<file path="config.mk">
export PLATFORM = sky130hd
export DESIGN_NAME = pc_seq_unit_flat
export DESIGN_NICKNAME = d
export VERILOG_FILES = /design/src/rtl/cpu_defs_pkg.sv /design/src/rtl/pc_seq_unit_if.sv /design/src/rtl/br_cond.sv /design/src/rtl/pc_seq_unit.sv /design/src/flat_wrapper.sv
export SDC_FILE = /design/constraint.sdc
export NUM_CORES = 1
export LEC_CHECK = 0
export CAP_MARGIN = 20
export CORE_MARGIN = 2
export CORE_UTILIZATION = 40
export DETAILED_ROUTE_END_ITERATION = 16
export GPL_ROUTABILITY_DRIVEN = 0
export PLACE_DENSITY = 0.71
export SYNTH_ARGS = -nofsm -noshare
export SYNTH_HDL_FRONTEND = slang
export SYNTH_HIERARCHICAL = 1
export SYNTH_SLANG_ARGS = --single-unit
</file>
<file path="constraint.sdc">
create_clock -name clk -period 7.9 [get_ports clk]
set_input_delay 1.185 -clock clk [delete_from_list [all_inputs] [get_ports clk]]
set_output_delay 1.185 -clock clk [all_outputs]
set_load 0.03 [all_outputs]
</file>
<file path="src/rtl/cpu_defs_pkg.sv">
// Shared CPU definitions: branch opcodes, default PC vectors and PC-source selector.
package cpu_defs_pkg;

   typedef logic [5:0] opcode_t;

   localparam opcode_t OP_REGIMM = 6'b000001;
   localparam opcode_t OP_BEQ    = 6'b000100;
   localparam opcode_t OP_BNE    = 6'b000101;
   localparam opcode_t OP_BLEZ   = 6'b000110;
   localparam opcode_t OP_BGTZ   = 6'b000111;

   localparam logic [31:0] RESET_VEC_DEF = 32'h0000_3000;
   localparam logic [31:0] EXC_VEC_DEF   = 32'h0000_4180;
   localparam logic [31:0] JUMP_BASE_DEF = 32'h0000_3000;

   typedef enum logic [2:0] {
      SrcSeq,
      SrcExc,
      SrcEret,
      SrcBranch,
      SrcJump,
      SrcJr
   } pc_src_e;

   // J-type target before the JUMP_BASE offset: keep the PC region, word-align the index.
   function automatic logic [31:0] jump_index(input logic [3:0] region, input logic [25:0] idx);
      return {region, idx, 2'b00};
   endfunction

endpackage

</file>
<file path="src/rtl/pc_seq_unit_if.sv">
// Decode/operand inputs and PC outputs of the program-counter unit.
interface pc_seq_unit_if import cpu_defs_pkg::*; #(
   parameter int unsigned XLEN  = 32,
   parameter int unsigned CNT_W = 16
);
   logic             en;
   logic             branch;
   logic             jump;
   logic             jr;
   opcode_t          op;
   logic [4:0]       rt;
   logic [15:0]      imm16;
   logic [25:0]      imm26;
   logic [XLEN-1:0]  busA;
   logic             zero;
   logic             exc_req;
   logic             eret;

   logic [XLEN-1:0]  pc;
   logic [XLEN-1:0]  pc_plus_4;
   logic [XLEN-1:0]  next_pc;
   logic [XLEN-1:0]  epc;
   logic             taken;
   logic [CNT_W-1:0] xfer_cnt;

   modport master (
      output en, branch, jump, jr, op, rt, imm16, imm26, busA, zero, exc_req, eret,
      input  pc, pc_plus_4, next_pc, epc, taken, xfer_cnt
   );

   modport slave (
      input  en, branch, jump, jr, op, rt, imm16, imm26, busA, zero, exc_req, eret,
      output pc, pc_plus_4, next_pc, epc, taken, xfer_cnt
   );
endinterface

</file>
<file path="src/rtl/br_cond.sv">
// Combinational branch-condition evaluator for the MIPS branch subset.
module br_cond import cpu_defs_pkg::*; #(
   parameter int unsigned XLEN = 32
) (
   input  opcode_t         op,
   input  logic [4:0]      rt,
   input  logic            zero,
   input  logic [XLEN-1:0] busA,
   output logic            cond_true
);

   logic is_neg;
   logic is_zero;

   assign is_neg  = busA[XLEN-1];
   assign is_zero = (busA == '0);

   always_comb begin
      cond_true = 1'b0;
      case (op)
         OP_BEQ:    cond_true = zero;
         OP_BNE:    cond_true = ~zero;
         OP_BGTZ:   cond_true = ~is_neg & ~is_zero;
         OP_BLEZ:   cond_true = is_neg | is_zero;
         // rt==0 selects BLTZ, any other rt is BGEZ
         OP_REGIMM: cond_true = (rt == 5'd0) ? is_neg : ~is_neg;
         default:   cond_true = 1'b0;
      endcase
   end

endmodule

</file>
<file path="src/rtl/pc_seq_unit.sv">
// Registered program counter with branch/jump/JR redirect, stall, exception/EPC, ERET
// and a saturating count of taken control transfers.
module pc_seq_unit import cpu_defs_pkg::*; #(
   parameter int unsigned     XLEN        = 32,
   parameter logic [XLEN-1:0] RESET_VEC   = XLEN'(RESET_VEC_DEF),
   parameter logic [XLEN-1:0] EXC_VEC     = XLEN'(EXC_VEC_DEF),
   parameter logic [XLEN-1:0] JUMP_BASE   = XLEN'(JUMP_BASE_DEF),
   parameter bit              BR_FROM_PC4 = 1'b0,
   parameter int unsigned     CNT_W       = 16
) (
   input logic         clk,
   input logic         rst_n,
   pc_seq_unit_if.slave bus
);

   logic [XLEN-1:0]  pc_q, pc_d;
   logic [XLEN-1:0]  epc_q, epc_d;
   logic [CNT_W-1:0] cnt_q, cnt_d;

   logic [XLEN-1:0]  pc_plus_4;
   logic [XLEN-1:0]  br_base;
   logic [XLEN-1:0]  br_off;
   logic [XLEN-1:0]  br_tgt;
   logic [XLEN-1:0]  jump_tgt;
   logic [XLEN-1:0]  jr_tgt;
   logic [XLEN-1:0]  next_pc;
   logic             taken;
   logic             cond_true;
   pc_src_e          src;

   br_cond #(
      .XLEN (XLEN)
   ) u_br_cond (
      .op        (bus.op),
      .rt        (bus.rt),
      .zero      (bus.zero),
      .busA      (bus.busA),
      .cond_true (cond_true)
   );

   assign pc_plus_4 = pc_q + XLEN'(4);
   assign br_base   = BR_FROM_PC4 ? pc_plus_4 : pc_q;
   assign br_off    = {{(XLEN-18){bus.imm16[15]}}, bus.imm16, 2'b00};
   assign br_tgt    = br_base + br_off;
   assign jump_tgt  = JUMP_BASE + XLEN'(jump_index(pc_q[31:28], bus.imm26));
   assign jr_tgt    = JUMP_BASE + bus.busA;

   always_comb begin
      src = SrcSeq;
      if (bus.exc_req)     src = SrcExc;
      else if (bus.eret)   src = SrcEret;
      else if (bus.branch) src = SrcBranch;
      else if (bus.jump)   src = SrcJump;
      else if (bus.jr)     src = SrcJr;
   end

   always_comb begin
      next_pc = pc_plus_4;
      taken   = 1'b0;
      case (src)
         SrcExc:    begin next_pc = EXC_VEC;  taken = 1'b1; end
         SrcEret:   begin next_pc = epc_q;    taken = 1'b1; end
         SrcJump:   begin next_pc = jump_tgt; taken = 1'b1; end
         SrcJr:     begin next_pc = jr_tgt;   taken = 1'b1; end
         SrcBranch: begin
            if (cond_true) begin
               next_pc = br_tgt;
               taken   = 1'b1;
            end
         end
         default:   ;
      endcase
   end

   // Exceptions bypass the stall; next_pc already resolves to EXC_VEC for them.
   always_comb begin
      pc_d  = pc_q;
      epc_d = epc_q;
      cnt_d = cnt_q;
      if (bus.exc_req || bus.en) begin
         pc_d = next_pc;
         if (taken && (cnt_q != '1)) cnt_d = cnt_q + CNT_W'(1);
      end
      if (bus.exc_req) epc_d = pc_q;
   end

   always_ff @(posedge clk or negedge rst_n) begin
      if (!rst_n) begin
         pc_q  <= RESET_VEC;
         epc_q <= '0;
         cnt_q <= '0;
      end else begin
         pc_q  <= pc_d;
         epc_q <= epc_d;
         cnt_q <= cnt_d;
      end
   end

   assign bus.pc        = pc_q;
   assign bus.pc_plus_4 = pc_plus_4;
   assign bus.next_pc   = next_pc;
   assign bus.epc       = epc_q;
   assign bus.taken     = taken;
   assign bus.xfer_cnt  = cnt_q;

endmodule

</file>
<file path="src/flat_wrapper.sv">
// flat-port wrapper written by rule: the top's interface ports become plain ports
module pc_seq_unit_flat import cpu_defs_pkg::*;
#(
   parameter int unsigned     XLEN        = 32,
   parameter logic [XLEN-1:0] RESET_VEC   = XLEN'(RESET_VEC_DEF),
   parameter logic [XLEN-1:0] EXC_VEC     = XLEN'(EXC_VEC_DEF),
   parameter logic [XLEN-1:0] JUMP_BASE   = XLEN'(JUMP_BASE_DEF),
   parameter bit              BR_FROM_PC4 = 1'b0,
   parameter int unsigned     CNT_W       = 16
)
  (clk, rst_n, bus_en, bus_branch, bus_jump, bus_jr, bus_op, bus_rt, bus_imm16, bus_imm26, bus_busA, bus_zero, bus_exc_req, bus_eret, bus_pc, bus_pc_plus_4, bus_next_pc, bus_epc, bus_taken, bus_xfer_cnt);
  pc_seq_unit_if #(.XLEN(XLEN), .CNT_W(CNT_W)) bus_i ();
  input logic clk;
  input logic rst_n;
  input wire logic [$bits(bus_i.en)-1:0] bus_en;
  input wire logic [$bits(bus_i.branch)-1:0] bus_branch;
  input wire logic [$bits(bus_i.jump)-1:0] bus_jump;
  input wire logic [$bits(bus_i.jr)-1:0] bus_jr;
  input wire logic [$bits(bus_i.op)-1:0] bus_op;
  input wire logic [$bits(bus_i.rt)-1:0] bus_rt;
  input wire logic [$bits(bus_i.imm16)-1:0] bus_imm16;
  input wire logic [$bits(bus_i.imm26)-1:0] bus_imm26;
  input wire logic [$bits(bus_i.busA)-1:0] bus_busA;
  input wire logic [$bits(bus_i.zero)-1:0] bus_zero;
  input wire logic [$bits(bus_i.exc_req)-1:0] bus_exc_req;
  input wire logic [$bits(bus_i.eret)-1:0] bus_eret;
  output wire logic [$bits(bus_i.pc)-1:0] bus_pc;
  output wire logic [$bits(bus_i.pc_plus_4)-1:0] bus_pc_plus_4;
  output wire logic [$bits(bus_i.next_pc)-1:0] bus_next_pc;
  output wire logic [$bits(bus_i.epc)-1:0] bus_epc;
  output wire logic [$bits(bus_i.taken)-1:0] bus_taken;
  output wire logic [$bits(bus_i.xfer_cnt)-1:0] bus_xfer_cnt;
  assign bus_i.en = bus_en;
  assign bus_i.branch = bus_branch;
  assign bus_i.jump = bus_jump;
  assign bus_i.jr = bus_jr;
  assign bus_i.op = bus_op;
  assign bus_i.rt = bus_rt;
  assign bus_i.imm16 = bus_imm16;
  assign bus_i.imm26 = bus_imm26;
  assign bus_i.busA = bus_busA;
  assign bus_i.zero = bus_zero;
  assign bus_i.exc_req = bus_exc_req;
  assign bus_i.eret = bus_eret;
  assign bus_pc = bus_i.pc;
  assign bus_pc_plus_4 = bus_i.pc_plus_4;
  assign bus_next_pc = bus_i.next_pc;
  assign bus_epc = bus_i.epc;
  assign bus_taken = bus_i.taken;
  assign bus_xfer_cnt = bus_i.xfer_cnt;
  pc_seq_unit #(.XLEN(XLEN), .RESET_VEC(RESET_VEC), .EXC_VEC(EXC_VEC), .JUMP_BASE(JUMP_BASE), .BR_FROM_PC4(BR_FROM_PC4), .CNT_W(CNT_W)) u_core (.clk(clk), .rst_n(rst_n), .bus(bus_i));
endmodule
</file>
## Word level (Yosys, flattened, before mapping)

Index checks and enable logic that the tools add are counted.

- Bits in registers: 80
- Latch bits: 0
- Memory bits (writable): 0
- ROM bits: 0
- Input bits: 94
- Output and inout port bits: 145
- Logic and storage cells: 41
- Memories: 0

- $add $sub $neg: 5
- $mul: 0
- Div/mod/pow operators: 0
- $lt $le $gt $ge: 0
- Equal/unequal tests: 11
- Shift operators: 0
- Multiplexer cells: 11
- Bitwise logic cells: 5
- Reductions and logical operators: 6

Operator list:

| operator | number |
|---|---|
| one-hot mux 32 bit (5 select lines) | 1 |
| adder 14 x 32 -> 32 bit (first input constant) | 2 |
| adder 32 x 3 -> 32 bit (second input constant) | 1 |
| adder 32 bit | 1 |
| zero test 32 bit | 1 |
| two-way mux 32 bit | 1 |
| equality test 6 x 3 -> 1 bit (second input constant) | 4 |
| adder 16 x 1 -> 16 bit (second input constant) | 1 |
| != test 16 bit (second input constant) | 1 |
| two-way mux 3 bit | 5 |
| equality test 3 x 2 -> 1 bit (second input constant) | 2 |
| equality test 3 bit (second input constant) | 2 |
| equality test 6 x 1 -> 1 bit (second input constant) | 1 |
| zero test 5 bit | 1 |
| one-hot mux 1 bit (5 select lines) | 1 |
| OR reduction 4 bit | 1 |
| equality test 3 x 1 -> 1 bit (second input constant) | 1 |
| inverter 1 bit | 3 |
| two-way mux 1 bit | 2 |
| one-hot mux 1 bit (2 select lines) | 1 |
| AND reduction 2 bit | 1 |
| AND 1 bit | 1 |
| logical AND 1 bit | 1 |
| logical OR 1 bit | 1 |
| OR 1 bit | 1 |

## Logic depth before layout (Yosys ltp)

- Depth after elaboration: 10
- Mapped depth: 13
- Gate-level depth less buffers: 12

## Cells and area by module

The synthesis kept the hierarchy.

Modules (own cells, without submodules):

| module | times used | cells each | area an instance (um2) | sequential area each (um2) |
|---|---|---|---|---|
| pc_seq_unit | 1 | 797 | 6822.8 | 2004.4 |
| br_cond | 1 | 24 | 158.9 | 0.0 |

## Least setup slack after synthesis

OpenSTA, ideal clock, no wires.

- Kind: input to output
- Start: input port bus_rt[0]
- End: output port bus_next_pc[12]
- Data arrival time: 4301 ps
- Required time: 6715 ps
- Slack: 2414 ps
- Cell stages on the path: 11
- Path buffers: 2
- Cells stage by stage: or4_4 > nor2_2 > xnor2_1 > a32o_1 > a211o_1 > nor4b_1 > a21o_1 > clkbuf_1 > clkbuf_1 > inv_1 > o221ai_1

- Word-level cells in the longest chain between the ends: 5

RTL lines:

| what | line | source |
|---|---|---|
| start, declared | flat_wrapper.sv:20 | `input wire logic [$bits(bus_i.rt)-1:0] bus_rt;` |
| zero test 5 bit | br_cond.sv:26 | `OP_REGIMM: cond_true = (rt == 5'd0) ? is_neg : ~is_neg;` |
| two-way mux 1 bit | br_cond.sv:26 |  |
| one-hot mux 1 bit (5 select lines) | br_cond.sv:20 | `case (op)` |
| named net u_core.cond_true | pc_seq_unit.sv:28 | `logic cond_true;` |
| two-way mux 32 bit | pc_seq_unit.sv:66 | `if (cond_true) begin` |
| one-hot mux 32 bit (5 select lines) | pc_seq_unit.sv:60 | `case (src)` |
| end, declared | flat_wrapper.sv:29 | `output wire logic [$bits(bus_i.next_pc)-1:0] bus_next_pc;` |

The timed path passes the listed nets, and every way through them passes these cells.

## Final worst setup path

- Start: input port bus_busA[13]
- End: output port bus_next_pc[8]

- Word-level cells in the longest chain between the ends: 6
- Elaborated cells on any way between the ends: 7
- Classes of those cells: mux (3); bitwise (3); reduce/logical (1)

RTL lines:

| what | line | source |
|---|---|---|
| start, declared | flat_wrapper.sv:23 | `input wire logic [$bits(bus_i.busA)-1:0] bus_busA;` |
| zero test 32 bit * | br_cond.sv:16 | `assign is_zero = (busA == '0);` |
| inverter 1 bit | br_cond.sv:23 | `OP_BGTZ: cond_true = ~is_neg & ~is_zero;` |
| AND 1 bit | br_cond.sv:23 |  |
| one-hot mux 1 bit (5 select lines) * | br_cond.sv:20 |  |
| named net u_core.cond_true | pc_seq_unit.sv:28 |  |
| two-way mux 32 bit * | pc_seq_unit.sv:66 |  |
| one-hot mux 32 bit (5 select lines) * | pc_seq_unit.sv:60 |  |

Mark *: on every way through the listed nets, which the timed path passes. The rest lies on a longest branch.

==> flow_results.xml <==
<?xml version="1.0" encoding="UTF-8"?>
<metrics>
  <group name="worst_hold_path">
    <metric name="whs_path_depth" unit="">1</metric>
    <metric name="hold_path_class" unit="">reg -&gt; reg</metric>
  </group>
  <group name="routing">
    <metric name="drc" unit="">0</metric>
    <metric name="detailroute.via_count" unit="">7707</metric>
    <metric name="finalWirelength" unit="um">27440</metric>
    <metric name="number_of_nets_with_antenna_violations_after_detailed_routing" unit="">0</metric>
    <metric name="drt-vias-per-instance" unit="">6.064</metric>
    <metric name="drt-pass1-iter-count" unit="">8</metric>
    <metric name="drt_iter0_markers" unit="">822</metric>
    <metric name="route.detailed.wl_per_inst" unit="um">21.59</metric>
  </group>
  <group name="clocking">
    <metric name="clock_sinks" unit="">80</metric>
    <metric name="htreeDepth" unit="">3</metric>
    <metric name="cts_root_buffer" unit="">clkbuf_16</metric>
    <metric name="cts.path.max_buffers" unit="">2</metric>
    <metric name="tritoncts" unit="">built</metric>
    <metric name="cts_hold_buf" unit="">0</metric>
    <metric name="insertion_delay" unit="ps">350</metric>
    <metric name="clkSlewWorstSetupHoldPaths" unit="ps">70</metric>
    <metric name="post_cts.resized_instances" unit="">0</metric>
    <metric name="count_of_buffers_added_by_post_cts_timing_repair_for_setup" unit="">0</metric>
    <metric name="cts_inserted_buffers" unit="">9</metric>
  </group>
  <group name="logic_synthesis">
    <metric name="yosys_warnings" unit="">6</metric>
    <metric name="synthesis.area_per_instance" unit="um^2">8.504</metric>
    <metric name="postSynthCellCount" unit="">821</metric>
    <metric name="post_synth_instance_area" unit="um^2">6982</metric>
    <metric name="synth_cell_types" unit="">69</metric>
    <metric name="synth-edff-count" unit="">0</metric>
    <metric name="synthFlopType" unit="">dfrtp_1</metric>
    <metric name="ys_ff_latch" unit="">80</metric>
    <metric name="synthesized_netlist_net_count" unit="">947</metric>
    <metric name="yosysSeqAreaShare" unit="%">28.71</metric>
    <metric name="postSynth.asyncResetShare" unit="%">100.0</metric>
  </group>
  <group name="setup_path">
    <metric name="path_cells" unit="">clkdlybuf4s50_1, nor4_1, nand4_1, nor2_1, nor4b_1, a211o_1, nor4b_1, a21o_1, buf_4, a221oi_1, o21ai_0, clkdlybuf4s50_1</metric>
    <metric name="r2r-start" unit="">u_core/bus.pc[4]$_DFFE_PN0P_</metric>
    <metric name="critPathTopFamily" unit="">buffers and inverters</metric>
    <metric name="timing_worst_setup_path_type" unit="">in -&gt; out</metric>
    <metric name="worst_r2r_path_depth" unit="">9</metric>
    <metric name="crit_path_start" unit="">bus_busA[13]</metric>
    <metric name="critPathMaxStageDelay" unit="ps">730</metric>
    <metric name="critical-path-slowest-cell" unit="">clkdlybuf4s50_1</metric>
    <metric name="cp_num_buf_inv" unit="">3</metric>
    <metric name="cp_data_arrival_time" unit="ps">5530</metric>
    <metric name="worstSetupEndpointType" unit="">output port</metric>
    <metric name="worstSetupEndpoint" unit="">bus_next_pc[8]</metric>
    <metric name="cp_data_required_time" unit="ps">6710</metric>
    <metric name="crit_path_start_kind" unit="">input port</metric>
    <metric name="reg2reg_slack" unit="ps">4670</metric>
    <metric name="worstSetupPathDepth" unit="">12</metric>
    <metric name="reg2reg_to" unit="">u_core/bus.pc[25]$_DFFE_PN0P_</metric>
    <metric name="critical_path.max_fanout" unit="">16</metric>
  </group>
  <group name="pwr">
    <metric name="vdd_ir_drop_max" unit="uV">106.6</metric>
    <metric name="leakage" unit="uW">0.004007</metric>
    <metric name="portion_of_total_power_attributed_to_sequential_cells" unit="%">31.0</metric>
    <metric name="pwr-share-comb" unit="%">44.6</metric>
    <metric name="p_switching" unit="uW">710.5</metric>
    <metric name="cellPowerDensity" unit="nW/um^2">178.2</metric>
    <metric name="swShare" unit="%">40.42</metric>
    <metric name="p_clk_share" unit="%">24.4</metric>
    <metric name="cellInternalPower" unit="uW">1047</metric>
  </group>
  <group name="sta">
    <metric name="holdWs" unit="ps">504.0</metric>
    <metric name="worstMarginPinSlew" unit="ps">1207</metric>
    <metric name="final.setup.tns" unit="ps">0</metric>
    <metric name="final.setup_skew" unit="ps">13.76</metric>
    <metric name="finalCriticalPeriod" unit="ps">6718</metric>
    <metric name="achievable-frequency" unit="MHz">148.9</metric>
    <metric name="fin_crit_sh" unit="%">85.04</metric>
    <metric name="relative_max_transition_margin" unit="%">19.23</metric>
    <metric name="hold_violations" unit="">0</metric>
    <metric name="grt_setup_unrepaired" unit="">false</metric>
    <metric name="report.final.slew_viol_count" unit="">0</metric>
    <metric name="endpoints_failing_setup" unit="">0</metric>
  </group>
  <group name="floorplan">
    <metric name="core" unit="um^2">17180</metric>
    <metric name="io-pin-count" unit="">239</metric>
    <metric name="initial_utilization" unit="%">40.65</metric>
    <metric name="die_width" unit="um">136.1</metric>
    <metric name="core.rowCount" unit="">48</metric>
    <metric name="die_y" unit="um">136.1</metric>
    <metric name="die_area" unit="um^2">18530</metric>
  </group>
  <group name="global_route">
    <metric name="total_gr_overflow" unit="">0</metric>
    <metric name="globalRouteTotalUtil" unit="%">29.59</metric>
    <metric name="antenna_found_initial" unit="">0</metric>
    <metric name="first_global_vias" unit="">7354</metric>
    <metric name="first_pass_grt_wire_length" unit="um">41860</metric>
    <metric name="grt_start_max_net_pins" unit="">81</metric>
  </group>
  <group name="place">
    <metric name="placedInstanceArea" unit="um^2">9533</metric>
    <metric name="total_half_perimeter_wirelength_after_legalization_and_detailed_placement" unit="um">20960</metric>
    <metric name="placement.io_buffers" unit="">238</metric>
  </group>
  <group name="cells_and_area">
    <metric name="stdcell_area" unit="um^2">9862</metric>
    <metric name="finish.net_count" unit="">1167</metric>
    <metric name="area.growth.synth_to_final" unit="%">41.25</metric>
    <metric name="sequential_cell_area" unit="um^2">2004</metric>
    <metric name="num-fill-cells" unit="">1588</metric>
    <metric name="diodes" unit="">0</metric>
    <metric name="drive_gt1_share" unit="%">9.273</metric>
    <metric name="multiInputGateArea" unit="um^2">4733</metric>
  </group>
  <group name="outcome">
    <metric name="run_status" unit="">completed</metric>
  </group>
  <group name="run">
    <metric name="cap_violations" unit="">0</metric>
  </group>
</metrics>
==> cell usage in the layout (no fill, tap or decap), types with 10 or more instances in the layout <==
cell type and instances:
clkdlybuf4s50_1 236, nand2_1 94, dfrtp_1 78, nor2_1 61, xnor2_1 57, mux2_2 52, nand3_1 45, a21oi_1 38
o21ai_0 35, ha_1 31, nand4_1 25, xor2_1 25, inv_1 19, and3_1 16, nor4_1 13, a222oi_1 12
mux2i_1 11, nor3_1 11, o211ai_1 11, buf_4 10, a31oi_1 10, o21ai_1 10
==> registers in the layout (all words and copies together), names as in the netlist <==
| register | flops |
|---|---|
| u_core/bus.epc | 32 |
| u_core/bus.pc | 32 |
| u_core/bus.xfer_cnt | 16 |
==> worst register-to-register path, delay by kind of cell (launching register included) <==
kind | cells | cell delay, ps
fa+ha+maj | 1 | 360
flops | 1 | 580
compound gates | 6 | 1520
simple gates | 2 | 630
==> cell families after synthesis <==
family | synth area share (%)
flip-flops | 28.71
XOR/XNOR | 10.29
buffers and inverters | 3.530
multiplexers | 10.48
AND/OR/NAND/NOR | 22.06
adder cells (fa/ha/maj) | 5.842
AO/OA/AOI/OAI | 19.09
==> worst min-delay path by stage <==
stage	start	to	slack, ps
after floorplan	u_core/bus.pc[13]$_DFFE_PN1P_	u_core/bus.pc[13]$_DFFE_PN1P_	580
after global placement	u_core/bus.xfer_cnt[7]$_DFFE_PN0P_	u_core/bus.xfer_cnt[7]$_DFFE_PN0P_	480
after detailed placement	u_core/bus.xfer_cnt[7]$_DFFE_PN0P_	u_core/bus.xfer_cnt[7]$_DFFE_PN0P_	500
after CTS	u_core/bus.xfer_cnt[7]$_DFFE_PN0P_	u_core/bus.xfer_cnt[7]$_DFFE_PN0P_	500
after global routing	u_core/bus.xfer_cnt[7]$_DFFE_PN0P_	u_core/bus.xfer_cnt[7]$_DFFE_PN0P_	520
final	u_core/bus.xfer_cnt[7]$_DFFE_PN0P_	u_core/bus.xfer_cnt[7]$_DFFE_PN0P_	500
==> layer usage <==
metal,vias up,routed length [um],global-route usage (%)
li1,3522,-,-
met1,3719,11560,38.91
met2,412,12760,47.74
met3,54,2303,6.115
met4,0,818,11.28
met5,-,0,0
==> per-stage QoR <==
step	std cells	power [uW]	util (%)	worst slack [ps]
global placement	1253	1323	55.50	1355
global route	1271	1842	57.42	1065
detailed placement	1253	1326	55.50	1335
finish	1271	1758	57.42	1182
floorplan	821	990.4	-	2414
CTS	1269	1761	57.23	1317
==> power by group through the flow <==
stage                     clock network, uW  logic (uW)  registers, uW
after floorplan                           0         356            635
after global placement                    0         772            551
after detailed placement                  0         775            551
after CTS                               437         780            545
after global routing                    453         834            554
final                                   428         784            546
==> cell usage after synthesis, types with 7 or more instances <==
cell	count	area share [%]
a211oi_1	7	0.75
a21o_1	8	0.86
a21oi_1	38	2.7
a221oi_1	8	1.0
a222oi_1	12	1.7
a31oi_1	10	0.90
and3_1	16	1.4
clkbuf_1	31	1.7
dfrtp_1	78	28
ha_1	31	5.6
inv_1	19	1.0
mux2_2	52	8.4
mux2i_1	11	1.6
nand2_1	94	5.1
nand3_1	45	3.2
nand4_1	25	2.2
nor2_1	61	3.3
nor3_1	11	0.79
nor4_1	13	1.2
o211ai_1	11	1.2
o21ai_0	35	2.5
o21ai_1	10	0.72
or3_1	7	0.63
xnor2_1	57	7.2
xor2_1	25	3.1
==> cell type report <==
class	instances	area share [%]
Multi-Input combinational cell	682	48.00
Timing Repair Buffer	249	25.10
Sequential cell	80	20.32
Tap cell	225	2.855
Clock buffer	10	2.322
Inverter	19	0.7232
Clock inverter	6	0.6851
Note: power is estimated with default switching activity, not from simulation.
